File: config.mk
export PLATFORM = sky130hd
export DESIGN_NAME = i2c_tx_burst
export DESIGN_NICKNAME = d
export VERILOG_FILES = /design/src/rtl/i2c_tx_burst.sv
export SDC_FILE = /design/constraint.sdc
export NUM_CORES = 1
export LEC_CHECK = 0
export CORE_MARGIN = 3
export CORE_UTILIZATION = 34
export DETAILED_ROUTE_END_ITERATION = 8
export DONT_BUFFER_PORTS = 1
export SLEW_MARGIN = 20
export SYNTH_ARGS = -nofsm -noshare
export SYNTH_HDL_FRONTEND = slang
export SYNTH_SLANG_ARGS = --single-unit
File: constraint.sdc
create_clock -name clk_i -period 2.3 [get_ports clk_i]
set_input_delay 0.115 -clock clk_i [delete_from_list [all_inputs] [get_ports clk_i]]
set_output_delay 0.115 -clock clk_i [all_outputs]
set_load 0.005 [all_outputs]
File: src/rtl/i2c_tx_burst.sv
// rtl/i2c_tx_burst.sv - I2C controller write engine: START, {addr,W}, LEN FIFO bytes, STOP, with abort and stretching
module i2c_tx_burst #(
   parameter int CLK_DIV    = 4,
   parameter int FIFO_DEPTH = 8,
   parameter int LEN_W      = 8
) (
   input  logic             clk_i,
   input  logic             rstn_i,
   input  logic             wr_en_i,
   input  logic [7:0]       wr_data_i,
   output logic             full_o,
   output logic             empty_o,
   input  logic             start_i,
   input  logic [6:0]       addr_i,
   input  logic [LEN_W-1:0] len_i,
   output logic             busy_o,
   output logic             done_o,
   output logic             nak_o,
   output logic             err_o,
   output logic [LEN_W-1:0] ack_cnt_o,
   input  logic             scl_i,
   input  logic             sda_i,
   output logic             scl_oe_o,
   output logic             sda_oe_o
);
   localparam int AW = $clog2(FIFO_DEPTH);
   localparam int DW = $clog2(CLK_DIV);

   typedef enum logic [2:0] {S_IDLE, S_START, S_ADDR, S_AACK, S_DATA, S_DACK, S_STOP} state_e;

   state_e           state_q, state_d;
   logic [1:0]       qtr_q, qtr_d;
   logic [DW-1:0]    div_q;
   logic [2:0]       bit_q, bit_d;
   logic [7:0]       shift_q, shift_d;
   logic [6:0]       addr_q, addr_d;
   logic [LEN_W-1:0] len_q, len_d;
   logic [LEN_W-1:0] ack_cnt_q, ack_cnt_d;
   logic             nak_q, nak_d, err_q, err_d, done_q, done_d;
   logic             scl_oe_q, scl_oe_d, sda_oe_q, sda_oe_d;
   logic             hold, tick, pop, push, load;

   logic [7:0]       fifo_mem [FIFO_DEPTH];
   logic [AW-1:0]    wr_ptr_q, rd_ptr_q;
   logic [AW:0]      cnt_q, cnt_d;
   logic             full_q, empty_q;

   // A target holding SCL low while we release it freezes the quarter divider
   assign hold = ((qtr_q == 2'd1) || (qtr_q == 2'd2)) && !scl_oe_q && !scl_i;
   assign tick = (state_q != S_IDLE) && !hold && (div_q == DW'(CLK_DIV - 1));
   assign push = wr_en_i && (cnt_q != (AW+1)'(FIFO_DEPTH));

   // FIFO storage, written on every accepted push
   always_ff @(posedge clk_i) begin
      if (push) fifo_mem[wr_ptr_q] <= wr_data_i;
   end

   // FIFO pointers and count; full/empty registered from the next count
   always_comb begin
      cnt_d = cnt_q;
      if (push && !pop)      cnt_d = cnt_q + (AW+1)'(1);
      else if (!push && pop) cnt_d = cnt_q - (AW+1)'(1);
   end

   // FIFO control registers
   always_ff @(posedge clk_i or negedge rstn_i) begin
      if (!rstn_i) begin
         wr_ptr_q <= '0;
         rd_ptr_q <= '0;
         cnt_q    <= '0;
         full_q   <= 1'b0;
         empty_q  <= 1'b1;
      end else begin
         if (push) wr_ptr_q <= wr_ptr_q + AW'(1);
         if (pop)  rd_ptr_q <= rd_ptr_q + AW'(1);
         cnt_q   <= cnt_d;
         full_q  <= (cnt_d == (AW+1)'(FIFO_DEPTH));
         empty_q <= (cnt_d == '0);
      end
   end

   // State register: FSM, divider, shifter, status and the registered pad enables
   always_ff @(posedge clk_i or negedge rstn_i) begin
      if (!rstn_i) begin
         state_q   <= S_IDLE;
         qtr_q     <= 2'd0;
         div_q     <= '0;
         bit_q     <= 3'd0;
         shift_q   <= 8'd0;
         addr_q    <= 7'd0;
         len_q     <= '0;
         ack_cnt_q <= '0;
         nak_q     <= 1'b0;
         err_q     <= 1'b0;
         done_q    <= 1'b0;
         scl_oe_q  <= 1'b0;
         sda_oe_q  <= 1'b0;
      end else begin
         state_q   <= state_d;
         qtr_q     <= qtr_d;
         bit_q     <= bit_d;
         shift_q   <= shift_d;
         addr_q    <= addr_d;
         len_q     <= len_d;
         ack_cnt_q <= ack_cnt_d;
         nak_q     <= nak_d;
         err_q     <= err_d;
         done_q    <= done_d;
         if (state_q == S_IDLE) div_q <= '0;
         else if (!hold)        div_q <= tick ? '0 : div_q + DW'(1);
         if (tick) begin
            scl_oe_q <= scl_oe_d;
            sda_oe_q <= sda_oe_d;
         end
      end
   end

   // Next state: quarter/phase sequencing, ACK sampling at Q2, byte loading at phase boundaries
   always_comb begin
      state_d   = state_q;
      qtr_d     = qtr_q;
      bit_d     = bit_q;
      shift_d   = shift_q;
      addr_d    = addr_q;
      len_d     = len_q;
      ack_cnt_d = ack_cnt_q;
      nak_d     = nak_q;
      err_d     = err_q;
      done_d    = 1'b0;
      pop       = 1'b0;
      load      = 1'b0;
      if (state_q == S_IDLE) begin
         qtr_d = 2'd0;
         if (start_i) begin
            state_d   = S_START;
            addr_d    = addr_i;
            len_d     = len_i;
            ack_cnt_d = '0;
            nak_d     = 1'b0;
            err_d     = 1'b0;
         end
      end else if (tick) begin
         qtr_d = qtr_q + 2'd1;
         if (qtr_q == 2'd2) begin
            if (state_q == S_AACK && sda_i) nak_d = 1'b1;
            if (state_q == S_DACK) begin
               if (sda_i) nak_d = 1'b1;
               else       ack_cnt_d = ack_cnt_q + LEN_W'(1);
            end
         end
         if (qtr_q == 2'd3) begin
            case (state_q)
               S_START: begin
                  state_d = S_ADDR;
                  bit_d   = 3'd7;
                  shift_d = {addr_q, 1'b0};
               end
               S_ADDR, S_DATA: begin
                  if (bit_q == 3'd0) begin
                     state_d = (state_q == S_ADDR) ? S_AACK : S_DACK;
                  end else begin
                     bit_d   = bit_q - 3'd1;
                     shift_d = {shift_q[6:0], 1'b0};
                  end
               end
               S_AACK:  if (nak_q || len_q == '0) state_d = S_STOP; else load = 1'b1;
               S_DACK:  if (nak_q || ack_cnt_q == len_q) state_d = S_STOP; else load = 1'b1;
               S_STOP: begin
                  state_d = S_IDLE;
                  done_d  = 1'b1;
               end
               default: state_d = S_IDLE;
            endcase
            // The byte is popped as DATA bit 7 begins so SDA carries its MSB from Q0
            if (load) begin
               if (empty_q) begin
                  err_d   = 1'b1;
                  state_d = S_STOP;
               end else begin
                  pop     = 1'b1;
                  state_d = S_DATA;
                  bit_d   = 3'd7;
                  shift_d = fifo_mem[rd_ptr_q];
               end
            end
         end
      end
   end

   // Output decode: pad enables for the quarter being entered, latched on the tick
   always_comb begin
      scl_oe_d = 1'b0;
      sda_oe_d = 1'b0;
      case (state_d)
         S_START: begin
            sda_oe_d = (qtr_d != 2'd0);
            scl_oe_d = (qtr_d == 2'd3);
         end
         S_ADDR, S_DATA: begin
            scl_oe_d = (qtr_d == 2'd0) || (qtr_d == 2'd3);
            sda_oe_d = ~shift_d[7];
         end
         S_AACK, S_DACK: scl_oe_d = (qtr_d == 2'd0) || (qtr_d == 2'd3);
         S_STOP: begin
            scl_oe_d = (qtr_d == 2'd0);
            sda_oe_d = (qtr_d <= 2'd1);
         end
         default: ;
      endcase
   end

   assign full_o    = full_q;
   assign empty_o   = empty_q;
   assign busy_o    = (state_q != S_IDLE);
   assign done_o    = done_q;
   assign nak_o     = nak_q;
   assign err_o     = err_q;
   assign ack_cnt_o = ack_cnt_q;
   assign scl_oe_o  = scl_oe_q;
   assign sda_oe_o  = sda_oe_q;
endmodule

==> results of run 1 <==
==> power by group through the flow <==
stage,registers (mW),logic (mW),clock network [mW]
finish,3.23,2.80,3.07
CTS,3.23,2.65,3.14
detailed placement,3.26,2.54,0
global route,3.30,3.13,3.25
floorplan,3.13,1.83,0
global placement,3.24,2.50,0
==> metrics by stage <==
step,total power [mW],hold slack [ns],cell area [sq um],std cells
final,9.11,0.0916,7270,751
after global routing,9.68,0.0949,7270,751
after CTS,9.02,0.0523,7160,747
after detailed placement,5.80,-0.179,6180,687
after global placement,5.74,-0.179,6180,687
after floorplan,4.97,-0.181,5650,442
==> cell families after synthesis <==
kind of cell	Yosys count	share of synthesized area, %
AOI/OAI and AO/OA	63	7.83
xor gates and xnor gates	24	3.74
adders and majority gates	13	2.89
buffers and inverters	30	2.36
DFF	122	60.0
muxes	32	9.43
and+or+nand+nor	158	13.8
==> Yosys cell counts, types with 11 or more instances <==
cell type and count:
mux4_2 16, xor2_1 15, ha_1 13, dfrtp_1 57
nand2_1 87, nor2_1 23, edfxtp_1 64, o21ai_0 20
a21oi_1 11, mux2i_1 11, inv_1 13
==> area by class of cell <==
cell class,count,share of cell area [%]
clock buffers,20,6.01
clock inverters,12,3.37
inverters,14,0.723
multi-input cells,290,30.5
flip-flops and latches,122,46.4
well taps,216,3.72
repair buffers,77,9.26
==> state kept, by name (all words and copies together), names as in the netlist, 4 cells and up <==
name / flops
cnt_q: 4
len_q: 8
addr_q: 7
ack_cnt_o: 8
shift_q: 8
fifo_mem: 64
==> layer usage <==
| metal | part of all wire [%] | wire (microns) |
|---|---|---|
| met3 | 4.4 | 533 |
| met1 | 46 | 5540 |
| met2 | 49 | 5880 |
| met4 | 0.92 | 111 |
| met5 | 0 | 0 |
==> repair_timing <==
action | in CTS | in global routing
hold buffers | 28 | 0
pin swaps | 0 | 14
setup buffers | 0 | 4
setup endpoints to repair | 2 | 8
resized for setup | 2 | 18
hold endpoints to repair | 141 | 0
==> cells in the final DEF (no fill, tap or decap), types with 8 or more instances in the layout <==
cell / count
a21oi_1: 10
buf_4: 47
clkbuf_16: 17
dfrtp_1: 56
dlygate4sd3_1: 27
edfxtp_1: 64
ha_1: 11
inv_1: 11
mux2i_1: 11
mux4_2: 16
nand2_1: 86
nor2_1: 23
nor3_1: 8
o21ai_0: 20
xnor2_1: 8
xor2_1: 15
==> worst min path at each step <==
stage	to	slack, ns	from	cells after the start
2_1_floorplan	ack_cnt_o[0]	-0.18	rstn_i	0
5_1_grt	cnt_q[3]	0.09	wr_en_i	3
3_5_place_dp	div_q[0]	-0.18	rstn_i	0
6_report	cnt_q[3]	0.09	wr_en_i	3
3_3_place_gp	div_q[0]	-0.18	rstn_i	0
4_1_cts	cnt_q[3]	0.05	wr_en_i	3
==> tightest hold or removal path, cell delays in order <==
cell and delay, ns:
nand4_1 0.07, mux2i_1 0.09, xor2_1 0.18
==> results.cfg, run 1 <==
[timing]
period_share_pct = 98.8
finalHoldViolCount = 0
fin_skew_ns = 0.00828
max_freq_mhz = 440
worst_slew_pin_slew_ns = 0.447
slew_violations = 0
period_needed_ns = 2.27
setup-violations-final = 0
rsz0062_at_grt = yes
max-slew-margin-rel_pct = 69.9
fin_ws_ns = 0.0266
setup_tns_ns = 0

[final_layout]
nets = 564
final_layout_size_suffix_gt1_share_pct = 25.0
area_delta_synth_final_pct = 29.2
diodes = 0
utilization_pct = 45.3
fillers = 1418
regArea_sq_um = 3380
multi_input_area_sq_um = 2220

[synth]
synth-edff-count = 64
yosysTopAreaCell = edfxtp_1
synth_area_sq_um = 5630
netlist_instances = 442
ys_types = 64
synth_flop_cell = edfxtp_1
synth_nets = 484
avgSynthCellArea_sq_um = 12.7
synthArstFlopShare_pct = 47.5
ys_seq_area_share_pct = 60.0
synth_seq_cells = 122
ys_warn_count = 0
ys_top_cells_by_area = edfxtp_1, dfrtp_1, mux4_2
synth_top_area_share_pct = 34.2

[clock_tree]
clock_path_buffers = 2
cts_tree = built
clkLatencyLatePin_ns = 0.42
cts_num_sinks = 122
numCtsBuffers = 17
clockRootBuffer = clkbuf_16
htree_levels = 4
clkTransAtPathRegs_ns = 0.05

[global_route]
grt_util_met1_pct = 17.9
grt_util_met3_pct = 4.69
grt_pass1_vias = 3770
grt_max_degree = 59
grt_use_met2_pct = 22.6
grt_pass1_wl_microns = 19600
grt_usage_pct = 14.0
grt.busiest_layer = met2
grt.overflow.total = 0
antenna_found_initial = 0

[placed_design]
gp_congestion = 0.816
dpl.hpwl_microns = 8090
io_buffers = 0
place_ws_ns = -0.00989

[route]
drc = 0
postRouteAntennaNets = 0
viasPerCell = 4.89
drt-total-wl_microns = 12100
drt_iter0_drc = 268
dr_total_vias = 3673
firstDrtPassIters = 4
routedWlPerCell_microns = 16.1

[floorplan]
boundaryPins = 45
die_y_microns = 135
row_count = 46
die_x_microns = 135
start_util_pct = 35.0
core_sq_um = 16100
die-area_sq_um = 18100

[setup_path]
cp.arrival_ns = 2.61
startpoint = qtr_q[0]
crit_fanout = 4
worstSetupStartpointType = flip-flop
critPathCaptureType = flip-flop
slowest_stage = or4_1
reg2regPathDepth = 9
worstSetupPathType = reg2reg
crit_required_ns = 2.64
crit_chain = inv_2 > ha_4 > o311a_4 > nand2_4 > a211oi_4 > or4_1 > a21oi_2 > a31oi_1 > nor3b_2
r2r_slack_ns = 0.03
crit_path_end = full_o
timing.rr.end = full_o
cp_top_family = simple AND/OR/NAND/NOR gates
path_buf_inv = 1
slowest_delay_ns = 0.54
timing.rr.start = qtr_q[0]
cp.depth = 9

[power_and_ir_drop]
leakage_nw = 2.97
p_int_mw = 6.32
p_sw_mw = 2.79
p_comb_share_pct = 30.8
swShare_pct = 30.6
seq_power_share_pct = 35.5
vdd_ir_drop_max_mv = 0.686
power_density_nw_per_um2 = 1250
clkPwrFrac_pct = 33.8

[outcome]
status = completed

[flow_run]
drv_cap = 0

[min_path]
hp-class = in2reg
No activity file was read; power rests on OpenSTA's default activity.
==> run 2, diff against run 1 <==
--- a/config.mk
+++ b/config.mk
@@ -6,9 +6,10 @@
 export NUM_CORES = 1
 export LEC_CHECK = 0
 export CORE_MARGIN = 3
-export CORE_UTILIZATION = 34
+export CORE_UTILIZATION = 55
 export DETAILED_ROUTE_END_ITERATION = 8
 export DONT_BUFFER_PORTS = 1
+export PLACE_DENSITY = 0.73
 export SLEW_MARGIN = 20
 export SYNTH_ARGS = -nofsm -noshare
 export SYNTH_HDL_FRONTEND = slang
==> run 2 against run 1 <==
The flow now finishes with violations (negative setup slack). Sequential share of layout area is 0.66 points higher. Non-clock buffer count increased by 5. Cell count shrank 10%. Critical path depth unchanged. Combinational power up 7.9%. Power shrank 3.9%. Setup slack worse by 0.027 ns. Clock skew is 0.0026 ns higher. Core utilization grew 27 points. First-iteration DRC count fell by 28%. Routed wire length grew 0.57%. Die area shrank 37%. Largest cell class unchanged.
==> results.cfg, run 2 (same netlist as run 1, synthesis figures left out) <==
[clock_tree]
cts_num_sinks = 122
clock_path_buffers = 2
clkTransAtPathRegs_ns = 0.07
htree_levels = 4
numCtsBuffers = 17
clkLatencyLatePin_ns = 0.53
cts_tree = built
clockRootBuffer = clkbuf_8

[floorplan]
die_y_microns = 107
core_sq_um = 9860
start_util_pct = 57.0
die_x_microns = 107
boundaryPins = 45
row_count = 36
die-area_sq_um = 11500

[final_layout]
largest_register_ffs = 64
diodes = 0
area_delta_synth_final_pct = 27.4
final_common_cell = nand2_1
regArea_sq_um = 3370
final_layout_size_suffix_gt1_share_pct = 26.9
final_cells = 673
regMostFlops = fifo_mem
nets = 569
final_cell_mix = nand2_1, edfxtp_1, dfrtp_1, buf_4, dlygate4sd3_1
multi_input_area_sq_um = 2290
utilization_pct = 72.6
fillers = 610

[placed_design]
dpl.hpwl_microns = 7640
gp_congestion = 0.837
io_buffers = 0
place_inst = 603

[power_and_ir_drop]
power_density_nw_per_um2 = 1220
clkPwrFrac_pct = 28.6
vdd_ir_drop_max_mv = 0.686
p_int_mw = 5.66
seq_power_share_pct = 36.9
fin_total_pwr_mw = 8.75
swShare_pct = 35.4
p_comb_share_pct = 34.5
leakage_nw = 2.95
p_sw_mw = 3.09

[setup_path]
crit_chain = buf_4 > xor2_1 > nor4_2 > buf_4 > a21oi_1 > o41ai_4 > buf_4 > mux2i_1 > a31oi_1
cp_common_cell = buf_4
timing.rr.end = scl_oe_o
critPathCaptureType = flip-flop
slowest_delay_ns = 0.40
cp.arrival_ns = 2.69
slowest_stage = o41ai_4
crit_required_ns = 2.69
reg2regPathDepth = 9
r2r_slack_ns = -0.00008
timing.rr.start = len_q[5]
crit_fanout = 4
worstSetupStartpointType = flip-flop
worstSetupPathType = reg2reg

[min_path]
hp-start = wr_en_i
hp-class = in2reg
min_delay_path_depth = 3
holdPathEnd = cnt_q[0]

[global_route]
grt_pass1_vias = 3881
grt_max_degree = 59
grt_usage_pct = 21.9
antenna_found_initial = 0
grt.overflow.total = 0
grt_pass1_wl_microns = 19100

[timing]
max-slew-margin-rel_pct = 70.7
fin_skew_ns = 0.0109
period_needed_ns = 2.30
setup-violations-final = 1
rsz0062_at_grt = yes
setup_tns_ns = -0.0000764
slew_violations = 0
fin_ws_ns = -0.0000764
max_freq_mhz = 435
finalHoldViolCount = 0
period_share_pct = 100
worst_slew_pin_slew_ns = 0.438

[route]
viasPerCell = 5.60
drc = 0
drt-total-wl_microns = 12100
drt_iter0_drc = 194
postRouteAntennaNets = 0
dr_total_vias = 3766
firstDrtPassIters = 4
routedWlPerCell_microns = 18.0

[outcome]
violations = negative setup slack
status = complete, but fails checks

[flow_run]
drv_cap = 0
run 2: metal layers:
metal	routed length (microns)	global-route usage [%]
met1	4920	25.7
met2	6320	37.4
met4	287	9.41
met3	612	6.62
met5	0	0
run 2: worst max path at each step:
stage               startpoint  depth (start not counted)  slack (ns)        to
CTS                   qtr_q[0]                         12       0.002  scl_oe_o
global placement      qtr_q[1]                          8        0.04  sda_oe_o
floorplan             qtr_q[0]                         10       0.008  sda_oe_o
finish                len_q[5]                          9    -0.00008  scl_oe_o
global route          len_q[5]                          9       -0.14  scl_oe_o
detailed placement    qtr_q[0]                         12       -0.02  scl_oe_o
run 2: power groups by stage:
stage | clock network (mW) | logic (mW) | registers, mW
after global placement | 0 | 2.43 | 3.22
after floorplan | 0 | 1.83 | 3.13
after detailed placement | 0 | 2.50 | 3.26
final | 2.50 | 3.02 | 3.23
after CTS | 2.55 | 2.66 | 3.22
after global routing | 2.63 | 3.31 | 3.29
run 2: per-stage QoR:
stage                     area, sq um  hold WS, ns  setup WS (ns)
after floorplan                  5650       -0.181        0.00829
after global placement           6060       -0.179         0.0427
after detailed placement         6060       -0.179        -0.0247
after CTS                        6960     0.000332        0.00220
after global routing             7170       0.0355         -0.138
final                            7170      0.00212     -0.0000764
run 2: what timing repair did:
item	in CTS	in global routing
pin swaps	3	9
setup endpoints to repair	4	6
gates resized for setup	2	27
hold endpoints to repair	145	0
buffers inserted	2	7
hold buffers	29	0
run 2: final cells by class:
| type | count | share of cell area [%] |
|---|---|---|
| sequential | 122 | 47.1 |
| multi-input combinational | 290 | 32.0 |
| timing repair buffer | 82 | 9.90 |
| clock buffer | 17 | 5.78 |
| tap | 133 | 2.32 |
| clock inverter | 15 | 2.15 |
| inverter | 14 | 0.733 |
run 2: critical path, delay by kind of cell, from the launching register on:
kind / cells / cell delay (ns)
AOI/OAI and AO/OA: 3 / 0.65
xor gates and xnor gates: 1 / 0.18
buffers and inverters: 3 / 0.52
DFF: 1 / 0.38
muxes: 1 / 0.18
and+or+nand+nor: 1 / 0.25
==> run 3, diff against run 2 <==
--- a/config.mk
+++ b/config.mk
@@ -5,11 +5,13 @@
 export SDC_FILE = /design/constraint.sdc
 export NUM_CORES = 1
 export LEC_CHECK = 0
+export CORE_ASPECT_RATIO = 0.7
 export CORE_MARGIN = 3
 export CORE_UTILIZATION = 55
 export DETAILED_ROUTE_END_ITERATION = 8
 export DONT_BUFFER_PORTS = 1
 export PLACE_DENSITY = 0.73
+export SETUP_SLACK_MARGIN = 0.1
 export SLEW_MARGIN = 20
 export SYNTH_ARGS = -nofsm -noshare
 export SYNTH_HDL_FRONTEND = slang
==> run 3 against run 2 <==
The run still ends with negative setup slack left. Combinational power up 6%. Core utilization up 1.0 points. Register-to-register slack worse by 0.099 ns. Largest cell class unchanged. Highest routed layer unchanged.
==> results.cfg, run 3 (same netlist as run 1, synthesis figures left out) <==
[outcome]
status = complete, but fails checks
violations = negative setup slack

[floorplan]
die_y_microns = 90.6
die-area_sq_um = 11500
row_count = 30
die_x_microns = 127
boundaryPins = 45
start_util_pct = 57.2
core_sq_um = 9830

[timing]
fin_skew_ns = 0.0128
max-slew-margin-rel_pct = 72.5
fin_ws_ns = -0.0995
finalHoldViolCount = 0
max_freq_mhz = 417
period_needed_ns = 2.40
period_share_pct = 104
rsz0062_at_grt = yes
setup-violations-final = 2
slew_violations = 0
worst_slew_pin_slew_ns = 0.410

[final_layout]
final_cells = 676
regMostFlops = fifo_mem
diodes = 0
fillers = 594
final_layout_size_suffix_gt1_share_pct = 29.2
final_cell_mix = nand2_1, edfxtp_1, dfrtp_1, buf_4, dlygate4sd3_1
area_delta_synth_final_pct = 28.8
nets = 577
final_common_cell = nand2_1
largest_register_ffs = 64

[clock_tree]
clkLatencyLatePin_ns = 0.41
clkTransAtPathRegs_ns = 0.06
cts_num_sinks = 122
htree_levels = 4
clock_path_buffers = 2
clockRootBuffer = clkbuf_16
cts_tree = built
numCtsBuffers = 17

[setup_path]
crit_required_ns = 2.59
worstSetupPathType = reg2reg
cp.arrival_ns = 2.68
crit_fanout = 5
critPathCaptureType = flip-flop
worstSetupStartpointType = flip-flop

[placed_design]
dpl.hpwl_microns = 8480
gp_congestion = 0.910
place_inst = 598
io_buffers = 0

[power_and_ir_drop]
p_comb_share_pct = 35.6
power_density_nw_per_um2 = 1240
fin_total_pwr_mw = 8.99
p_int_mw = 5.93
vdd_ir_drop_max_mv = 0.712
leakage_nw = 3.00
p_sw_mw = 3.06
swShare_pct = 34.0
clkPwrFrac_pct = 28.4
seq_power_share_pct = 36.0

[global_route]
grt_pass1_wl_microns = 21600
grt.overflow.total = 0
antenna_found_initial = 0
grt_usage_pct = 24.6
grt_max_degree = 59
grt_pass1_vias = 3999

[route]
drt_iter0_drc = 446
drc = 0
dr_total_vias = 4010
postRouteAntennaNets = 0
firstDrtPassIters = 5
drt-total-wl_microns = 13700
viasPerCell = 5.93
routedWlPerCell_microns = 20.2

[flow_run]
drv_cap = 0

[min_path]
hp-class = in2reg
run 3: critical path: stages (launching register included):
cell and delay [ns]:
dfrtp_1 0.40, inv_2 0.10, ha_4 0.23, o31ai_4 0.26, buf_6 0.15, xnor2_1 0.13
or2_4 0.16, inv_2 0.04, ha_1 0.20, nor2_1 0.13, a32oi_1 0.13, o32a_1 0.36
run 3: power groups by stage:
stage | registers, mW | clock network [mW] | logic (mW)
6_report | 3.24 | 2.55 | 3.20
5_1_grt | 3.30 | 2.68 | 3.47
4_1_cts | 3.22 | 2.58 | 2.90
3_5_place_dp | 3.26 | 0 | 2.59
3_3_place_gp | 3.22 | 0 | 2.49
2_1_floorplan | 3.14 | 0 | 1.84
run 3: routing by layer:
metal	up-vias	GRT usage, %	wire (microns)
li1	1799	-	-
met1	2014	35.3	5930
met2	177	37.1	6550
met3	20	6.38	965
met4	0	7.86	207
met5	-	0	0
run 3: what timing repair did:
action,4_1_cts,5_1_grt
endpoints found under the hold margin,141,0
cloned,0,0
setup endpoints to repair,5,13
buffers inserted,10,8
hold buffers,28,0
pin swaps,11,17
resized for setup,13,25
run 3: path summary, 6_finish.rpt:
path / endpoint / slack [ns] / start / cells after the start
worst max-delay path: sda_oe_o / -0.1 / qtr_q[0] / 11
worst min-delay path: div_q[0] / 0.06 / scl_i / 4
worst max register to register: sda_oe_o / -0.1 / qtr_q[0] / 11
worst min register to register: addr_q[6] / 0.48 / addr_q[6] / 2
max in group asynchronous: empty_o / 1.77 / rstn_i / 2
min in group asynchronous: sda_oe_o / 0.25 / rstn_i / 2
run 3: final cells by class:
| cell class | count | area (sq um) | area share (%) |
|---|---|---|---|
| clock buffer | 21 | 504 | 6.96 |
| tap | 128 | 160 | 2.21 |
| clock inverter | 11 | 80.1 | 1.10 |
| timing repair buffer | 90 | 791 | 10.9 |
| sequential | 122 | 3370 | 46.6 |
| multi-input combinational | 290 | 2280 | 31.5 |
| inverter | 14 | 52.6 | 0.725 |
run 3: through the flow:
stage / hold WS, ns / setup TNS (ns) / util (%) / cell area, sq um / setup slack (ns)
5_1_grt: 0.0813 / -0.415 / 73.7 / 7250 / -0.173
3_5_place_dp: -0.180 / -0.0989 / 61.7 / 6070 / -0.0502
6_report: 0.0594 / -0.128 / 73.7 / 7250 / -0.0995
2_1_floorplan: -0.181 / 0 / - / 5660 / 0.0659
3_3_place_gp: -0.179 / 0 / 61.7 / 6070 / 0.0664
4_1_cts: 0.0509 / -0.00841 / 72.0 / 7080 / -0.00841
